===== config.mk =====
export PLATFORM = sky130hd
export DESIGN_NAME = shift_rows_pipe
export DESIGN_NICKNAME = d
export VERILOG_FILES = /design/src/rtl/aes_pkg.sv /design/src/rtl/shift_rows_pipe_stage.sv /design/src/rtl/shift_rows_pipe.sv
export SDC_FILE = /design/constraint.sdc
export NUM_CORES = 1
export LEC_CHECK = 0
export ABC_AREA = 1
export BUFFER_PORTS_ARGS = -buffer_cell sky130_fd_sc_hd__buf_4
export CAP_MARGIN = 20
export CORE_UTILIZATION = 35
export DETAILED_ROUTE_END_ITERATION = 10
export PLACE_DENSITY = 0.65
export SYNTH_ARGS = -nofsm -noshare
export SYNTH_HDL_FRONTEND = slang
export SYNTH_HIERARCHICAL = 1
export SYNTH_SLANG_ARGS = --single-unit

===== constraint.sdc =====
create_clock -name clk -period 1.3 [get_ports clk]
set_input_delay 0.065 -clock clk [delete_from_list [all_inputs] [get_ports clk]]
set_output_delay 0.065 -clock clk [all_outputs]
set_load 0.01 [all_outputs]

===== src/rtl/aes_pkg.sv =====
// Shared AES helpers: legal state widths, ShiftRows row offsets, byte indexing
// and the elaboration-time parameter check used by the pipelined stage.
package aes_pkg;

   localparam int unsigned NbLegal [3] = '{4, 6, 8};
   localparam int unsigned LatMin      = 1;
   localparam int unsigned LatMax      = 4;

   function automatic bit nb_legal(input int unsigned nb);
      bit ok;
      ok = 1'b0;
      for (int i = 0; i < 3; i++) begin
         if (nb == NbLegal[i]) ok = 1'b1;
      end
      return ok;
   endfunction

   // Rijndael with 8 columns skips offset 2 on the upper rows.
   function automatic int unsigned sr_offset(input int unsigned nb, input int unsigned r);
      return (nb == 8 && r >= 2) ? r + 1 : r;
   endfunction

   function automatic int unsigned byte_idx(input int unsigned r, input int unsigned c);
      return r + 4 * c;
   endfunction

   function automatic bit params_ok(input int unsigned nb, input int unsigned lat);
      return nb_legal(nb) && (lat >= LatMin) && (lat <= LatMax);
   endfunction

endpackage


===== src/rtl/shift_rows_pipe_stage.sv =====
// One register slice of the ShiftRows pipeline: valid, mode bit and state.
// Contents are replaced only when the slice is loaded with a valid block.
module shift_rows_pipe_stage
   import aes_pkg::*;
#(
   parameter int unsigned W = 128
) (
   input  logic         clk_i,
   input  logic         rst_i,
   input  logic         load_i,
   input  logic         valid_i,
   input  logic         inv_i,
   input  logic [W-1:0] data_i,
   output logic         valid_o,
   output logic         inv_o,
   output logic [W-1:0] data_o
);

   logic         valid_d, valid_q;
   logic         inv_d, inv_q;
   logic [W-1:0] data_d, data_q;

   always_comb begin
      valid_d = valid_q;
      inv_d   = inv_q;
      data_d  = data_q;
      if (load_i) begin
         valid_d = valid_i;
         // Bubbles leave the payload alone so idle outputs do not toggle.
         if (valid_i) begin
            inv_d  = inv_i;
            data_d = data_i;
         end
      end
   end

   always_ff @(posedge clk_i) begin
      if (rst_i) begin
         valid_q <= 1'b0;
         inv_q   <= 1'b0;
         data_q  <= '0;
      end else begin
         valid_q <= valid_d;
         inv_q   <= inv_d;
         data_q  <= data_d;
      end
   end

   assign valid_o = valid_q;
   assign inv_o   = inv_q;
   assign data_o  = data_q;

endmodule


===== src/rtl/shift_rows_pipe.sv =====
// Pipelined ShiftRows / InvShiftRows with valid/ready flow control, collapsing
// bubbles and an in-flight block count.
module shift_rows_pipe
   import aes_pkg::*;
#(
   parameter  int unsigned NB   = 4,
   parameter  int unsigned LAT  = 1,
   localparam int unsigned W    = 32 * NB,
   localparam int unsigned OccW = $clog2(LAT + 1)
) (
   input  logic            clk,
   input  logic            rst,
   input  logic            in_valid,
   output logic            in_ready,
   input  logic            in_inv,
   input  logic [W-1:0]    in_data,
   output logic            out_valid,
   input  logic            out_ready,
   output logic            out_inv,
   output logic [W-1:0]    out_data,
   output logic [OccW-1:0] occupancy
);

   if (!params_ok(NB, LAT)) begin : g_param_err
      $error("shift_rows_pipe: illegal NB or LAT");
   end

   logic [W-1:0] fwd_data, inv_data, perm_data;

   for (genvar r = 0; r < 4; r++) begin : g_row
      for (genvar c = 0; c < NB; c++) begin : g_col
         localparam int unsigned H    = sr_offset(NB, r);
         localparam int unsigned Dst  = byte_idx(r, c);
         localparam int unsigned SrcF = byte_idx(r, (c + H) % NB);
         localparam int unsigned SrcI = byte_idx(r, (c + NB - H) % NB);
         assign fwd_data[8*Dst +: 8] = in_data[8*SrcF +: 8];
         assign inv_data[8*Dst +: 8] = in_data[8*SrcI +: 8];
      end
   end

   assign perm_data = in_inv ? inv_data : fwd_data;

   logic [LAT-1:0] st_valid, st_inv, st_load;
   logic [W-1:0]   st_data [LAT];

   // A slice may load when empty or when the slice after it loads this cycle.
   always_comb begin
      st_load          = '0;
      st_load[LAT-1]   = !st_valid[LAT-1] || out_ready;
      for (int i = int'(LAT) - 2; i >= 0; i--) begin
         st_load[i] = !st_valid[i] || st_load[i+1];
      end
   end

   for (genvar i = 0; i < LAT; i++) begin : g_stage
      logic         up_valid, up_inv;
      logic [W-1:0] up_data;

      if (i == 0) begin : g_first
         assign up_valid = in_valid;
         assign up_inv   = in_inv;
         assign up_data  = perm_data;
      end else begin : g_next
         assign up_valid = st_valid[i-1];
         assign up_inv   = st_inv[i-1];
         assign up_data  = st_data[i-1];
      end

      shift_rows_pipe_stage #(
         .W (W)
      ) u_stage (
         .clk_i   (clk),
         .rst_i   (rst),
         .load_i  (st_load[i]),
         .valid_i (up_valid),
         .inv_i   (up_inv),
         .data_i  (up_data),
         .valid_o (st_valid[i]),
         .inv_o   (st_inv[i]),
         .data_o  (st_data[i])
      );
   end

   assign in_ready  = st_load[0] && !rst;
   assign out_valid = st_valid[LAT-1];
   assign out_inv   = st_inv[LAT-1];
   assign out_data  = st_data[LAT-1];

   logic            accept, out_hs;
   logic [OccW-1:0] occ_d, occ_q;

   assign accept = in_valid && in_ready;
   assign out_hs = out_valid && out_ready;

   always_comb begin
      occ_d = occ_q;
      if (accept && !out_hs) begin
         occ_d = occ_q + OccW'(1);
      end else if (out_hs && !accept) begin
         occ_d = occ_q - OccW'(1);
      end
   end

   always_ff @(posedge clk) begin
      if (rst) begin
         occ_q <= '0;
      end else begin
         occ_q <= occ_d;
      end
   end

   assign occupancy = occ_q;

endmodule


==> results.md <==
* Setup CP Type: flop to flop
* Post-synth top flop: dfxtp_1
* Count of buffers from port buffering at between 200 and 300
* Most common cell after layout, fill and taps aside: nand2_1
* Fin crit period at 1.24 ns
* Wire length per cell at approximately 11 um
* GR Overflow Total at 0
* Final Cycle Share at 0.954
* FP Rows at 47
* IO Count at 265
* Fin. max-slew vios at 0
* Instance count of the mapped netlist at a little over 1000
* Max-Cap Viols at 0
* Placed insts at 1463
* H-tree depth at 4
* VDD IR max at 0.891 mV
* Max_slew headroom at 0.793
* Number of flops mapped to enable cells by yosys at 0
* CP max FO at 26
* Fmax at 806 MHz
* Most frequent cells in the layout: nand2_1 (295), nor2_1 (291), buf_4 (276)
* Area Overhead vs Synth at 59.9%
* Worst slack, placed at 0.0336 ns
* Total power at 11500 uW
* Hold WS at between 0.006 and 0.007 ns
* Drt total wl at 18000 um
* Fin nets at between 1000 and 1500
* DP Wirelength at 12100 um
* RSZ-0062 raised after global routing: true
* # DRC at 0
* First-pass GRT wire length at 28000 um
* Worst Hold Class: primary input to flop
* Yosys cell types at 13
* Top cell type's share of synthesized area at 0.429
* Multi-input gate area at 2590 um^2
* Final Skew at 0.00602 ns
* Final setup viols at 0
* Ranking of synthesized cells by area: dfxtp_1 (43%), nand2_1 (18%), nor2_1 (18%)
* Slew at the pin closest to its max-slew limit at 0.310 ns
* Async SR Flop Fraction at 0
* Fill count at 1601
* Total track usage at 0.195
* Mapped cell area at between 6000 and 7000 um^2
* Remaining antenna violation count at 0
* Pleak at 0.00534 uW
* TNS Setup at 0 ns
* Crit. Startpoint: g_stage[0].u_stage/valid_o
* Largest net degree at the start of global routing at 43
* Layout Cells excl Fill at ~1600
* Clock root buffer: clkbuf_16
* Synth warn at 6
* Via count at ~6600
* RePlAce Congestion at between 0.8 and 0.9
* Worst Setup End Kind: flop
* FF/Latch Area at 2620 um^2
* Syn_area_per_cell at 6.04 um^2
* Number of DRC markers in iteration 0 at 256
* Die Wd at 134 um
* Via density per instance at 4.16
* Synth Net Count at 1145
* Starting Density at 0.363
* Hold Crit Start: in_data[110]
* Power per cell area at 1180 nW/um^2
* Yosys reg bits at around 130
* TritonCTS clock tree: yes
* Vias in the first global route at a little over 6000
* Hold Vio Cnt, Final at 0
* Die Ht at 134 um
* Worst Path Arrival at 1.55 ns
* Core ar. at 16800 um^2
* Post-synth top area cell: dfxtp_1
* Min setup slack post-route at 0.0600 ns
* Layout cells sized above 1 at 0.234
* Router iterations before antenna repair at 4
* CP Launch Type: flop
* FF-to-FF Start: g_stage[0].u_stage/valid_o
* Full die area at 18000 um^2
* Worst-Skew Late Latency at 0.42 ns
* Clock Pin Slew Worst Setup and Hold Paths at 0.05 ns
* # diodes at 0
* Required time of the critical path at 1.61 ns
* Clk buf depth at 2
* Outcome: complete, no violations
* Initial antenna violation count at 0
* Sequential area share after synthesis at 0.429
* Num Clock Sinks at 131
* Setup repair bufs after CTS at 0
* Inserted Clock Buffers at 17
-- cell usage after synthesis, types with 2 or more instances --
master,instances
clkbuf_1,3
nand2_1,296
inv_1,168
dfxtp_1,131
buf_2,45
o21ai_0,31
nand3_1,2
buf_4,7
nor2_1,291
a21oi_1,35
-- worst paths after layout --
kind,end,slack (ns),cells past startpoint
min,g_stage[0].u_stage/data_o[14],0.007,5
max,g_stage[0].u_stage/data_o[65],0.06,6
max reg2reg,g_stage[0].u_stage/data_o[65],0.06,6
min reg2reg,g_stage[0].u_stage/data_o[56],0.51,4
-- cells by family (layout without fill, tap and decap cells) --
logic type,after synthesis,after routing,synth area share
and+or+nand+nor,590,592,0.363
buffers and inverters,224,565,0.152
DFF,131,131,0.429
AOI/OAI and AO/OA,67,67,0.0549
-- worst max-delay path, stage by stage, from the launching register on --
cell and delay (ns):
dfxtp_1 0.34, nand2_2 0.18, nand2_4 0.24, buf_12 0.19, nand2_1 0.07, nand2_1 0.07, nor2_1 0.04
-- cell type report --
cell class | instances | share of cell area
tap | 220 | 0.0282
inverter | 168 | 0.0648
clock buffer | 24 | 0.0483
multi-input combinational | 659 | 0.265
clock inverter | 6 | 0.00820
timing repair buffer | 367 | 0.317
sequential | 131 | 0.268
-- power breakdown --
| part | internal, uW | switching [uW] | leakage, uW |
|---|---|---|---|
| registers | 4350 | 167 | 0.00109 |
| logic | 1250 | 1190 | 0.00397 |
| clock network | 2890 | 1680 | 0.000274 |
| total | 8480 | 3040 | 0.00534 |
-- flip-flops by register name, summed over array words and instances, names as in the netlist --
name / count
g_stage.u_stage/data_o: 128
g_stage.u_stage/inv_o: 1
g_stage.u_stage/valid_o: 1
occupancy: 1
-- routing by layer --
metal	global-route usage	wire (um)	up-vias
met5	0	0	-
met4	0.0868	445	0
met3	0.0608	1280	30
met2	0.331	8410	167
met1	0.224	7870	2787
li1	-	-	3569
-- through the flow --
step	utilization	area (um^2)
2_1_floorplan	-	6110
3_3_place_gp	0.499	8390
3_5_place_dp	0.499	8390
4_1_cts	0.579	9740
5_1_grt	0.581	9770
6_report	0.581	9770
-- timing repair --
item / in CTS / in global routing
hold buffers: 80 / 0
setup endpoints to repair: 0 / 118
resized for setup: 0 / 1
endpoints found under the hold margin: 81 / 0
Note: power is estimated with default switching activity, not from simulation.
